`src/rtl/player_pkg.sv`:
```
// Shared types and screen geometry for the player motion block.
package player_pkg;

   typedef enum logic [1:0] {
      GROUNDED = 2'd0,
      RISING   = 2'd1,
      FALLING  = 2'd2
   } motion_state_t;

   localparam int SCREEN_W  = 640;
   localparam int SCREEN_H  = 480;
   localparam int SPRITE_SZ = 16;

endpackage

```
`src/rtl/player_motion_sat_add_s.sv`:
```
// Signed add with constant min/max clamp; flags report a result at or beyond each limit.
module sat_add_s #(
   parameter int W  = 8,
   parameter int LO = -128,
   parameter int HI = 127
) (
   input  logic signed [W-1:0] a,
   input  logic signed [W-1:0] b,
   output logic signed [W-1:0] q,
   output logic                hit_lo,
   output logic                hit_hi
);

   localparam logic signed [W:0] LO_S = (W+1)'(LO);
   localparam logic signed [W:0] HI_S = (W+1)'(HI);

   logic signed [W:0] sum;

   // One guard bit so the raw sum can never wrap before the clamp compare.
   assign sum    = {a[W-1], a} + {b[W-1], b};
   assign hit_lo = (sum <= LO_S);
   assign hit_hi = (sum >= HI_S);

   always_comb begin
      q = sum[W-1:0];
      if (hit_lo)
         q = LO_S[W-1:0];
      else if (hit_hi)
         q = HI_S[W-1:0];
   end

endmodule

```
`src/rtl/player_motion.sv`:
```
// Per-frame player physics: walk, jump, gravity and landing for the platform game.
module player_motion
   import player_pkg::*;
#(
   parameter int X_W       = 10,
   parameter int Y_W       = 9,
   parameter int V_W       = 5,
   parameter int X_MIN     = 0,
   parameter int X_MAX     = SCREEN_W - SPRITE_SZ - 1,
   parameter int Y_MIN     = 0,
   parameter int Y_MAX     = SCREEN_H - SPRITE_SZ - 1,
   parameter int X_RESET   = 100,
   parameter int Y_RESET   = 100,
   parameter int WALK_STEP = 2,
   parameter int JUMP_VEL  = 8,
   parameter int GRAVITY   = 1,
   parameter int MAX_FALL  = 6
) (
   input  logic                  clk,
   input  logic                  reset,
   input  logic                  tick,
   input  logic                  left_press,
   input  logic                  right_press,
   input  logic                  jump,
   input  logic                  on_platform,
   output logic [X_W-1:0]        x,
   output logic [Y_W-1:0]        y,
   output logic signed [V_W-1:0] vy,
   output logic [1:0]            state,
   output logic                  airborne
);

   localparam logic [X_W-1:0]        X_RST    = X_W'(X_RESET);
   localparam logic [Y_W-1:0]        Y_RST    = Y_W'(Y_RESET);
   localparam logic [Y_W-1:0]        Y_MIN_V  = Y_W'(Y_MIN);
   localparam logic [Y_W-1:0]        Y_MAX_V  = Y_W'(Y_MAX);
   localparam logic signed [X_W:0]   STEP_POS = (X_W+1)'(WALK_STEP);
   localparam logic signed [X_W:0]   STEP_NEG = (X_W+1)'(-WALK_STEP);
   localparam logic signed [V_W-1:0] V_LAUNCH = V_W'(-JUMP_VEL);
   localparam logic signed [V_W-1:0] V_GRAV   = V_W'(GRAVITY);

   motion_state_t st, st_n;
   logic          jump_armed, launch;

   logic signed [X_W:0]   x_a, x_step, x_q;
   logic signed [Y_W:0]   y_a, y_b, y_q;
   logic signed [V_W-1:0] vy_inc, vy_n;
   logic [Y_W-1:0]        y_n;
   logic                  x_lo, x_hi, y_lo, y_hi, v_lo, v_hi;
   logic                  unused_bits;

   assign x_a = {1'b0, x};
   assign y_a = {1'b0, y};
   assign y_b = {{(Y_W + 1 - V_W){vy[V_W-1]}}, vy};

   always_comb begin
      x_step = '0;
      if (left_press && !right_press)
         x_step = STEP_NEG;
      else if (right_press && !left_press)
         x_step = STEP_POS;
   end

   sat_add_s #(.W(X_W + 1), .LO(X_MIN), .HI(X_MAX)) u_x_add (
      .a(x_a), .b(x_step), .q(x_q), .hit_lo(x_lo), .hit_hi(x_hi)
   );

   sat_add_s #(.W(Y_W + 1), .LO(Y_MIN), .HI(Y_MAX)) u_y_add (
      .a(y_a), .b(y_b), .q(y_q), .hit_lo(y_lo), .hit_hi(y_hi)
   );

   sat_add_s #(.W(V_W), .LO(-(2 ** (V_W - 1))), .HI(MAX_FALL)) u_vy_add (
      .a(vy), .b(V_GRAV), .q(vy_inc), .hit_lo(v_lo), .hit_hi(v_hi)
   );

   // Clamp flags for x/vy and the always-zero guard bits are not needed downstream.
   assign unused_bits = ^{x_lo, x_hi, v_lo, v_hi, x_q[X_W], y_q[Y_W]};

   always_comb begin
      st_n   = st;
      y_n    = y;
      vy_n   = vy;
      launch = 1'b0;
      case (st)
         GROUNDED: begin
            vy_n = '0;
            if (jump && jump_armed) begin
               launch = 1'b1;
               vy_n   = V_LAUNCH;
               st_n   = RISING;
            end else if (!on_platform && y != Y_MAX_V) begin
               st_n = FALLING;
            end
         end
         RISING: begin
            if (y_lo) begin
               y_n  = Y_MIN_V;
               vy_n = '0;
               st_n = FALLING;
            end else begin
               y_n  = y_q[Y_W-1:0];
               vy_n = vy_inc;
               if (!vy_inc[V_W-1])
                  st_n = FALLING;
            end
         end
         FALLING: begin
            if (on_platform) begin
               vy_n = '0;
               st_n = GROUNDED;
            end else if (y_hi) begin
               y_n  = Y_MAX_V;
               vy_n = '0;
               st_n = GROUNDED;
            end else begin
               y_n  = y_q[Y_W-1:0];
               vy_n = vy_inc;
            end
         end
         default: begin
            vy_n = '0;
            st_n = FALLING;
         end
      endcase
   end

   always_ff @(posedge clk) begin
      if (reset) begin
         x          <= X_RST;
         y          <= Y_RST;
         vy         <= '0;
         st         <= FALLING;
         airborne   <= 1'b1;
         jump_armed <= 1'b0;
      end else if (tick) begin
         x          <= x_q[X_W-1:0];
         y          <= y_n;
         vy         <= vy_n;
         st         <= st_n;
         airborne   <= (st_n != GROUNDED);
         jump_armed <= !jump || (jump_armed && !launch);
      end
   end

   assign state = st;

endmodule

```
`config.mk`:
```
export PLATFORM = sky130hd
export DESIGN_NAME = player_motion
export DESIGN_NICKNAME = d
export VERILOG_FILES = /design/src/rtl/player_pkg.sv /design/src/rtl/player_motion_sat_add_s.sv /design/src/rtl/player_motion.sv
export SDC_FILE = /design/constraint.sdc
export NUM_CORES = 1
export LEC_CHECK = 0
export CORE_ASPECT_RATIO = 1.5
export CORE_MARGIN = 2
export CORE_UTILIZATION = 30
export DETAILED_ROUTE_END_ITERATION = 12
export PLACE_DENSITY = 0.51
export SETUP_SLACK_MARGIN = 0.02
export SYNTH_ARGS = -nofsm -noshare
export SYNTH_HDL_FRONTEND = slang
export SYNTH_SLANG_ARGS = --single-unit
```
`constraint.sdc`:
```
create_clock -name clk -period 6.6 [get_ports clk]
set_input_delay 0.66 -clock clk [delete_from_list [all_inputs] [get_ports clk]]
set_output_delay 0.66 -clock clk [all_outputs]
set_load 0.02 [all_outputs]
```
After elaboration in Yosys (flattened, before gate mapping)
Cells that the tools add are included.
{"block": "word_totals", "reg_bits": 28, "inputBits": 7, "output_inout_bits": 27, "word_cells": 60}
{"block": "op_classes", "addsub": 3, "n_lt_le_gt_ge": 6, "n_eq_ne": 4, "muxes": 26, "n_reduce_logical": 15}
{"cell": "9-bit two-way mux", "n": 5}
{"cell": "5-bit two-way mux", "n": 6}
{"cell": "10-bit two-way mux", "n": 2}
{"cell": "9-bit case mux with 2 select lines", "n": 1}
{"cell": "5-bit case mux with 3 select lines", "n": 1}
{"cell": "2-bit two-way mux", "n": 7}
{"cell": "11-bit by 11-bit adder with 12-bit output", "n": 1}
{"cell": "12-bit by 11-bit >= comparator with 1-bit output (second input constant)", "n": 1}
{"cell": "12-bit by 1-bit less-or-equal comparator with 1-bit output (second input constant)", "n": 1}
{"cell": "10-bit by 5-bit adder with 11-bit output", "n": 1}
{"cell": "11-bit by 10-bit >= comparator with 1-bit output (second input constant)", "n": 1}
{"cell": "11-bit by 1-bit less-or-equal comparator with 1-bit output (second input constant)", "n": 1}
{"cell": "11-bit two-way mux", "n": 1}
{"cell": "9-bit != test (second input constant)", "n": 1}
{"cell": "5-bit by 2-bit adder with 6-bit output (second input constant)", "n": 1}
{"cell": "6-bit by 4-bit >= comparator with 1-bit output (second input constant)", "n": 1}
{"cell": "6-bit by 5-bit less-or-equal comparator with 1-bit output (second input constant)", "n": 1}
{"cell": "2-bit case mux with 3 select lines", "n": 1}
{"cell": "1-bit logical AND", "n": 5}
{"cell": "1-bit zero test", "n": 5}
{"cell": "2-bit nonzero test", "n": 2}
{"cell": "3-bit AND reduction", "n": 1}
{"cell": "2-bit by 1-bit == test with 1-bit output (second input constant)", "n": 1}
{"cell": "2-bit == test (second input constant)", "n": 1}
{"cell": "4 further kinds", "n": 5}

Depth between registers and ports, before layout
Gate-level depths: netlist of run 1.
{"block": "depth", "depth_word": 8, "ltp_mapped": 14, "ltp_nobuf": 14}

By module
From an unflattened synthesis of run 1, not the netlist that was laid out.
{"block": "hier_totals", "hier_cells": 374, "area_unflattened_um2": 3059.2}
{"module": "player_motion", "instances": 1, "cells_per_inst": 133, "area_per_inst_um2": 1219.9, "seq_area_each_um2": 560.5}
{"module": "sat_add_s (u_y_add)", "instances": 1, "cells_per_inst": 105, "area_per_inst_um2": 778.2, "seq_area_each_um2": 0.0}
{"module": "sat_add_s (u_x_add)", "instances": 1, "cells_per_inst": 101, "area_per_inst_um2": 772.0, "seq_area_each_um2": 0.0}
{"module": "sat_add_s (u_vy_add)", "instances": 1, "cells_per_inst": 35, "area_per_inst_um2": 289.0, "seq_area_each_um2": 0.0}

Least setup slack after synthesis of run 1
No wires, ideal clock.
{"block": "synth_path", "path_type": "input to register", "start": "input port right_press", "end": "register x[0]", "setup_ns": 0.095, "arrival_ns": 3.188, "t_required_ns": 6.505, "slack_ns": 3.317, "path_stages": 10, "path_buffers": 0, "path_cell_list": "inv_1 > ha_1 > ha_1 > a2111oi_2 > o21ai_0 > a21oi_1 > mux2_2 > o2111ai_2 > nand2_1 > a221oi_1"}
{"block": "synth_between", "elab_chain_cells": 7, "word_cells_on_any_way": 10, "cone_classes": "add/sub (1); order compare (2); mux (4); reduce/logical (3)"}
{"element": "start: declaration", "line": "player_motion.sv:23", "source": "input logic right_press,"}
{"element": "1-bit logical AND / 1-bit zero test (equally long branches)", "line": "player_motion.sv:60, player_motion.sv:58"}
{"element": "2-bit two-way mux / 1-bit logical AND (equally long branches)", "line": "player_motion.sv:60, player_motion.sv:58"}
{"element": "11-bit two-way mux (*)", "line": "player_motion.sv:58", "source": "if (left_press && !right_press)"}
{"element": "11-bit by 11-bit adder with 12-bit output (*)", "line": "player_motion_sat_add_s.sv:20", "source": "assign sum = {a[W-1], a} + {b[W-1], b};"}
{"element": "12-bit by 11-bit >= comparator with 1-bit output", "line": "player_motion_sat_add_s.sv:22", "source": "assign hit_hi = (sum >= HI_S);"}
{"element": "10-bit two-way mux", "line": "player_motion_sat_add_s.sv:28", "source": "else if (hit_hi)"}
{"element": "10-bit two-way mux (*)", "line": "player_motion_sat_add_s.sv:26", "source": "if (hit_lo)"}
{"element": "end signal: assignment", "line": "player_motion.sv:136", "source": "x <= x_q[X_W-1:0];"}
{"element": "end: declaration", "line": "player_motion.sv:26", "source": "output logic [X_W-1:0] x,"}
Every way passes the cells marked *; elsewhere a longest branch is shown, timed or not.
A chain may end at the register's enable or synchronous reset.

Worst setup path in the final report of run 1
{"block": "layout_path", "start": "input port left_press", "end": "register x[0]"}
{"block": "layout_between", "elab_chain_cells": 8, "word_cells_on_any_way": 10, "cone_classes": "add/sub (1); order compare (2); mux (4); reduce/logical (3)"}
{"element": "start: declaration", "line": "player_motion.sv:22", "source": "input logic left_press,"}
{"element": "1-bit zero test", "line": "player_motion.sv:60", "source": "else if (right_press && !left_press)"}
{"element": "1-bit logical AND", "line": "player_motion.sv:60"}
{"element": "2-bit two-way mux", "line": "player_motion.sv:60"}
{"element": "11-bit two-way mux (*)", "line": "player_motion.sv:58"}
{"element": "11-bit by 11-bit adder with 12-bit output (*)", "line": "player_motion_sat_add_s.sv:20"}
{"element": "12-bit by 11-bit >= comparator with 1-bit output", "line": "player_motion_sat_add_s.sv:22"}
{"element": "10-bit two-way mux", "line": "player_motion_sat_add_s.sv:28"}
{"element": "10-bit two-way mux (*)", "line": "player_motion_sat_add_s.sv:26"}
Marked as above.

==> results.yml, run 1 <==
synth:
  synth_cell_types: 67
  syn-num-nets: 357
  synthAdderAreaFrac: 0.122
  yosysTopAreaCellShare: 0.216
  synth_top_family_by_area: "compound AO/OA/AOI/OAI gates"
  synth_compound_area_frac: 0.340
  ys.flop_type: "dfxtp_1"
  synthMostInstantiatedCell: "nand2_1"
  synthArstFlopShare: 0
  syn_inst: 326
  synth_commonest_cells: "nand2_1, dfxtp_1, a21oi_1, nor2_1, ha_1"
  synthesis.area_mm2: 0.00259
  synth_xor_area_frac: 0.0507
  synth-warning-count: 0
  yosysSeqAreaShare: 0.216
  synth_edf_count: 0
  yosysTopAreaCell: "dfxtp_1"
  synth_area_leaders: "dfxtp_1, ha_1, nand2_1, a21oi_1, nor2_1"
  muxShareOfSynthArea: 0.00869
  syn_avg_cell_area_um2: 7.95
  synth-simple-area-share: 0.222
  synth-seq-cells: 28
clocking:
  clock_latency_ns: 0.27
  cts_root_buffer: "clkbuf_16"
  cts_tree: "built"
  post_cts_resize_count: 0
  clock_path_buffers: 2
  ctsHoldBuffers: 0
  numCtsBuffers: 3
  clkTransAtPathRegs_ns: 0.07
  htree_levels: 1
  clock-sinks: 28
  post_cts_buffers: 0
finish:
  nNetsFinal: 387
  fin_cells: 461
  final_layout_size_suffix_gt1_frac: 0.0593
  antenna_cells: 0
  fin_util: 0.368
  finalInstanceArea_mm2: 0.00310
  areaGrowthSynthToFinish_pct: 19.5
global_route:
  grt_pass1_wl_um: 12800
  grt_start_max_net_pins: 26
  antenna_found_initial: 0
  first_global_vias: 2733
  grt-ovfl-total: 0
  gr-usage-all-layers: 0.170
routing:
  wl_per_cell_um: 16.9
  first_iter_violations: 65
  first_pass_iters: 4
  finalWirelength_um: 7770
  num_vias: 2600
  via_per_inst: 5.64
  drc: 0
  postRouteAntennaNets: 0
critical_path:
  worstPathMaxFanout: 14
  cp_num_buf_inv: 2
  path_depth: 11
  r2r_cells: 9
  r2r_slack_ns: 3.06
  path_delay_family: "adder cells"
  startpoint_type: "input pin"
  crit_chain: "clkdlybuf4s50_1 -> ha_1 -> inv_1 -> fa_1 -> nand2b_1 -> a21oi_2 -> o22ai_1 -> xnor2_1 -> nor3b_1 -> o21ai_0 -> a221oi_1"
  critPathKind: "in2reg"
  max_stage_delay_ns: 0.60
  cp-end-kind: "flop"
  cp.required_ns: 6.78
  cp_slowest_cell: "nor3b_1"
  crit_arrival_ns: 4.24
pwr:
  clockPowerShare: 0.275
  leakagePower_nw: 1.19
  pwr-share-seq: 0.377
  p_int_w: 0.000336
  p_sw_w: 0.000181
  max-vdd-ir-drop_v: 0.0000949
  combPwrFrac: 0.348
  power_w: 0.000517
  swShare: 0.351
  power_density_mw_per_mm2: 167
floorplanning:
  die_h_um: 118
  core_area_mm2: 0.00841
  die_area_mm2: 0.00941
  start_util: 0.308
  ios: 34
  num_rows: 41
  fp.dieW_um: 79.9
min_path:
  whs_path_depth: 2
  hold_path_class: "reg2reg"
run:
  cap_violations: 0
placed_design:
  io_buffers: 33
  gp_congestion: 0.854
  dp.cells: 458
  placed_area_mm2: 0.00302
  hpwl_um: 6130
outcome:
  outcome: "complete, no violations"
timing:
  fin_tns_setup_ns: 0
  tightest_slew_ns: 0.736
  setup_viol_count_final: 0
  finalCritPeriodShare: 0.616
  slew-limit-headroom: 0.506
  drv_slew: 0
  rsz0062_at_grt: "no"
  fin_skew_ns: 0.00368
  period_needed_ns: 4.06
  final_hold_viol_count: 0
  max_freq_mhz: 246
==> through the flow <==
| stage | worst slack (ns) | hold WS (ns) |
|---|---|---|
| final | 2.54 | 0.491 |
| after global routing | 2.23 | 0.521 |
| after CTS | 2.54 | 0.496 |
| after detailed placement | 2.27 | 0.486 |
| after global placement | 2.38 | 0.488 |
| after floorplan | 3.32 | 0.478 |
==> worst reg2reg max path, cell delays in order (launching register included) <==
cell      delay (ns)
dfxtp_1         0.79
ha_1            0.49
and3_4          0.25
a221oi_4        0.34
o21ai_1         0.13
xnor2_1         0.29
nor4_2          0.11
a211oi_1        0.67
o221ai_1        0.22
a21oi_1         0.18
==> power by group through the flow <==
stage,logic (W),registers (W),clock network [W]
2_1_floorplan,0.000110,0.000208,0
3_3_place_gp,0.000179,0.000199,0
3_5_place_dp,0.000179,0.000199,0
4_1_cts,0.000180,0.000195,0.000146
5_1_grt,0.000198,0.000197,0.000152
6_report,0.000180,0.000195,0.000142
==> worst paths after layout <==
path | start | end
max | left_press | x[0]
min | y[8] | y[8]
max reg2reg | vy[4] | vy[1]
min reg2reg | y[8] | y[8]
==> logic make-up (layout without fill, tap and decap cells) <==
kind of cell             Yosys count  in the layout
flip-flops                        28             28
AO/OA/AOI/OAI                    117            117
multiplexers                       2              2
AND/OR/NAND/NOR                  114            114
buffers and inverters             26             54
XOR/XNOR                          15             15
adder cells (fa/ha/maj)           24             24
==> registers in the layout (all words and copies together), names as in the netlist <==
| register | cells |
|---|---|
| vy | 5 |
| jump_armed | 1 |
| state | 2 |
| airborne | 1 |
| y | 9 |
| x | 10 |
==> area by class of cell <==
class,instances,area (um2)
Fill cell,906,5320
Sequential cell,28,561
Multi-Input combinational cell,272,1930
Tap cell,107,134
Clock buffer,3,75.1
Inverter,17,63.8
Timing Repair Buffer,34,338
==> cells in the final DEF (no fill, tap or decap), types with 3 or more instances in the layout <==
master           count
xnor2_1             10
clkbuf_16            3
a21oi_1             24
nor3b_1              3
inv_1               17
nand3_1              8
nor2_1              24
nand2b_1             3
nand2_1             41
xor2_1               5
o31ai_1              7
o311ai_1             3
o21ai_1              4
ha_1                22
clkdlybuf4s50_1     33
o221ai_1             3
dfxtp_1             28
or3_1                3
nor3_1               7
nor4b_1              3
a21o_1               7
o21ai_0             15
a2111oi_2            3
o211ai_1             8
a211oi_1             5
o21a_1               6
and2_1               4
nand4_1              4
==> routing by layer <==
metal  wire length (um)  track usage  share of wire  vias up
met5                  0            0              0        -
met4                296       0.0826          0.038        0
met3                180       0.0199          0.023       19
met2               4210        0.319           0.54       42
met1               3090        0.180           0.40     1240
li1                   -            -              -     1299
Power figures use the tool's default switching activity.
==> run 2, diff against run 1 <==
- PLACE_DENSITY: 0.51 -> 0.52
- clock period: 6.6 -> 3.3 ns (I/O delays scaled with it)
==> results.yml, run 2 (synthesized netlist as in run 1, its figures left out) <==
routing:
  drc: 0
  wl_per_cell_um: 16.4
  first_pass_iters: 4
  postRouteAntennaNets: 0
  finalWirelength_um: 8260
  first_iter_violations: 64
  num_vias: 2810
  via_per_inst: 5.58
floorplanning:
  fp.dieW_um: 79.9
  num_rows: 41
  die_h_um: 118
  core_area_mm2: 0.00841
  start_util: 0.308
  ios: 34
  die_area_mm2: 0.00941
finish:
  areaGrowthSynthToFinish_pct: 38.9
  nNetsFinal: 429
  top_register: "x"
  largest_registers: "x (10), y (9), vy (5)"
  antenna_cells: 0
  mostFrequentLayoutCells: "buf_4, nand2_1, clkdlybuf4s50_1"
  final_layout_size_suffix_gt1_frac: 0.227
  largest_reg_flops: 10
  layout_commonest_cell: "buf_4"
  finalInstanceArea_mm2: 0.00360
clocking:
  clock_latency_ns: 0.26
  ctsHoldBuffers: 0
  htree_levels: 1
  clkTransAtPathRegs_ns: 0.07
  cts_tree: "built"
  clock-sinks: 28
  numCtsBuffers: 3
  clock_path_buffers: 2
  cts_root_buffer: "clkbuf_16"
placed_design:
  gp_congestion: 0.862
  placed_area_mm2: 0.00331
  io_buffers: 33
  hpwl_um: 6580
critical_path:
  cp.required_ns: 3.47
  r2r_cells: 10
  cp-end-kind: "flop"
  startpoint_type: "input pin"
  r2r_slack_ns: 0.25
  worstPathMaxFanout: 6
  crit_arrival_ns: 3.39
  critPathKind: "in2reg"
pwr:
  leakagePower_nw: 1.46
  power_density_mw_per_mm2: 324
  max-vdd-ir-drop_v: 0.000307
timing:
  drv_slew: 0
  tightest_slew_ns: 0.698
  holdWs_ns: 0.487
  finalCritPeriodShare: 0.974
  max_freq_mhz: 311
  slew-limit-headroom: 0.533
  final_hold_viol_count: 0
  setup_viol_count_final: 0
  fin_skew_ns: 0.00404
  period_needed_ns: 3.21
  rsz0062_at_grt: "yes"
  fin_tns_setup_ns: 0
global_route:
  gr-usage-all-layers: 0.173
  antenna_found_initial: 0
  use_met2: 0.344
  first_global_vias: 2816
  busiest_layer: "met2"
  grt_pass1_wl_um: 13200
  grt_util_met1: 0.184
  grt_start_max_net_pins: 17
  gr-usage-met3: 0.0169
  grt-ovfl-total: 0
run:
  cap_violations: 0
min_path:
  whs_path_depth: 2
  hold_path_class: "reg2reg"
outcome:
  outcome: "complete, no violations"
==> run 2: critical path: stages <==
cell,delay (ns)
clkdlybuf4s50_1,0.45
inv_1,0.04
ha_1,0.26
inv_1,0.04
ha_2,0.17
inv_2,0.05
fa_2,0.21
nand2b_4,0.15
a21oi_4,0.07
o21a_1,0.21
or3_4,0.35
a221oi_4,0.34
nor3b_2,0.08
buf_4,0.16
or2_4,0.25
o31ai_2,0.22
==> run 2: per-layer routing <==
metal	wire (um)	up-vias	part of all wire
li1	-	1385	-
met3	194	16	0.023
met1	3160	1349	0.38
met2	4710	60	0.57
met4	194	0	0.023
met5	0	-	0
==> run 2: repair_timing <==
| item | CTS | global route |
|---|---|---|
| endpoints found under the setup margin | 3 | 18 |
| buffers inserted | 0 | 3 |
| pin swaps | 3 | 9 |
| gates resized for setup | 2 | 35 |
==> run 2: worst paths after layout <==
kind,from,end
max,right_press,x[8]
min,y[8],y[8]
max reg2reg,y[0],airborne
min reg2reg,y[8],y[8]
==> run 2: metrics by stage <==
step	cells	setup slack (ns)	utilization	power (W)
2_1_floorplan	326	0.347	-	0.000636
3_3_place_gp	497	-0.194	0.394	0.000814
3_5_place_dp	497	-0.305	0.394	0.000815
4_1_cts	501	0.0243	0.406	0.00112
5_1_grt	504	-0.0228	0.428	0.00123
6_report	504	0.0871	0.428	0.00117
==> run 2: layout make-up <==
type                       instances  area [um2]
fill                             842        4810
tap                              107         134
clock buffer                       4        88.8
sequential                        28         561
inverter                          17        63.8
multi-input combinational        272        2100
timing repair buffer              76         653
==> run 2: power by group <==
group | internal, W | total (W) | switching (W)
registers | 0.000361 | 0.000389 | 0.0000278
clock network | 0.000186 | 0.000300 | 0.000115
logic | 0.000225 | 0.000476 | 0.000251
==> run 3, diff against run 2 <==
- REMOVE_ABC_BUFFERS: not set -> 1
==> results.yml, run 3 (synthesized netlist as in run 1, its figures left out) <==
routing:
  first_pass_iters: 4
  drc: 0
  finalWirelength_um: 8710
  num_vias: 2894
  postRouteAntennaNets: 0
  via_per_inst: 5.63
  first_iter_violations: 166
  wl_per_cell_um: 16.9
min_path:
  hold_path_class: "reg2reg"
  holdPathEnd: "y[8]"
  min_from: "y[8]"
  whs_path_depth: 2
critical_path:
  cp_common_cell: "a41o_1"
  path_delay_family: "compound AO/OA/AOI/OAI gates"
  critPathKind: "reg2reg"
  cp.required_ns: 3.48
  cp_num_buf_inv: 1
  r2r_slack_ns: 0.15
  r2r-start: "vy[0]"
  crit_chain: "ha_1 -> fa_1 -> a21o_1 -> a2111oi_2 -> a211oi_1 -> buf_4 -> a41o_1 -> a41o_1 -> a21boi_2 -> o221ai_1 -> a21oi_1"
  worstPathMaxFanout: 6
  crit_arrival_ns: 3.33
  startpoint: "vy[0]"
  max_stage_delay_ns: 0.40
  startpoint_type: "flop"
  r2r-end: "vy[1]"
  cp_slowest_cell: "fa_1"
  r2r_cells: 11
  cp-end-kind: "flop"
clocking:
  cts_tree: "built"
  cts_root_buffer: "clkbuf_16"
  htree_levels: 1
  clock_path_buffers: 2
  clock-sinks: 28
  numCtsBuffers: 3
  clkTransAtPathRegs_ns: 0.07
  clock_latency_ns: 0.26
timing:
  setup_viol_count_final: 0
  final_hold_viol_count: 0
  rsz0062_at_grt: "yes"
  fin_ws_ns: 0.155
  fin_tns_setup_ns: 0
  fin_skew_ns: 0.00740
  slew-limit-headroom: 0.461
  max_freq_mhz: 318
  drv_slew: 0
  period_needed_ns: 3.15
  tightest_slew_ns: 0.807
  finalCritPeriodShare: 0.953
global_route:
  gr-usage-all-layers: 0.184
  grt-ovfl-total: 0
  first_global_vias: 2943
  antenna_found_initial: 0
  grt_start_max_net_pins: 21
  grt_pass1_wl_um: 14100
run:
  cap_violations: 0
pwr:
  power_density_mw_per_mm2: 323
  leakagePower_nw: 1.54
  max-vdd-ir-drop_v: 0.000210
finish:
  fin_cells: 514
  largest_registers: "x (10), y (9), vy (5)"
  nNetsFinal: 439
  regArea_um2: 561
  fin_util: 0.445
  mostFrequentLayoutCells: "buf_4, nand2_1, clkdlybuf4s50_1"
  nFillCells: 862
  antenna_cells: 0
  top_register: "x"
  largest_reg_flops: 10
  finalInstanceArea_mm2: 0.00374
  layout_commonest_cell: "buf_4"
  areaGrowthSynthToFinish_pct: 44.3
  final_layout_size_suffix_gt1_frac: 0.256
  multi_input_area_mm2: 0.00216
placed_design:
  place_worst_setup_slack_ns: -0.241
  dp.cells: 504
  placed_area_mm2: 0.00337
  hpwl_um: 6790
  gp_congestion: 0.909
  io_buffers: 33
floorplanning:
  ios: 34
  num_rows: 41
  core_area_mm2: 0.00841
  die_h_um: 118
  fp.dieW_um: 79.9
  start_util: 0.308
  die_area_mm2: 0.00941
outcome:
  outcome: "complete, no violations"
==> run 3: power by group <==
part | total (W) | internal, W | leakage [nW] | switching [W]
combinational | 0.000508 | 0.000244 | 1.27 | 0.000263
clock | 0.000305 | 0.000186 | 0.0442 | 0.000119
sequential | 0.000394 | 0.000361 | 0.229 | 0.0000329
total | 0.00121 | 0.000792 | 1.54 | 0.000415
==> run 3: cell type report <==
| class | count | share of cell area |
|---|---|---|
| Multi-Input combinational cell | 272 | 0.577 |
| Timing Repair Buffer | 86 | 0.196 |
| Sequential cell | 28 | 0.150 |
| Tap cell | 107 | 0.0358 |
| Clock buffer | 4 | 0.0238 |
| Inverter | 17 | 0.0171 |
==> run 3: worst max-delay path by stage <==
| stage | to | slack [ns] | depth (start not counted) |
|---|---|---|---|
| 6_report | vy[1] | 0.15 | 11 |
| 5_1_grt | vy[1] | 0.02 | 11 |
| 4_1_cts | x[1] | 0.02 | 16 |
| 3_5_place_dp | x[0] | -0.24 | 16 |
| 3_3_place_gp | x[0] | -0.18 | 16 |
| 2_1_floorplan | airborne | 0.28 | 9 |
==> run 3: repair_timing <==
item / 4_1_cts / 5_1_grt
hold buffers: 0 / 0
pin swaps: 5 / 17
gates resized for setup: 5 / 40
endpoints found under the setup margin: 1 / 16
setup buffers: 5 / 2
cloned: 0 / 0
==> run 3: worst reg2reg max path, stage by stage, from the launching register on <==
cell and delay [ns]:
dfxtp_1 0.35, ha_1 0.24, fa_1 0.40, a21o_1 0.25, a2111oi_2 0.38, a211oi_1 0.09, buf_4 0.17, a41o_1 0.23
a41o_1 0.32, a21boi_2 0.29, o221ai_1 0.17, a21oi_1 0.18
==> run 3: through the flow <==
stage,power (W),hold slack [ns]
after floorplan,0.000630,0.399
after global placement,0.000827,0.486
after detailed placement,0.000829,0.495
after CTS,0.00115,0.506
after global routing,0.00127,0.524
final,0.00121,0.500
==> run 3: per-layer routing <==
layer | up-vias | track usage | wire [um]
li1 | 1412 | - | -
met1 | 1372 | 0.202 | 3290
met2 | 85 | 0.336 | 4720
met3 | 25 | 0.0130 | 224
met4 | 0 | 0.102 | 465
met5 | - | 0 | 0
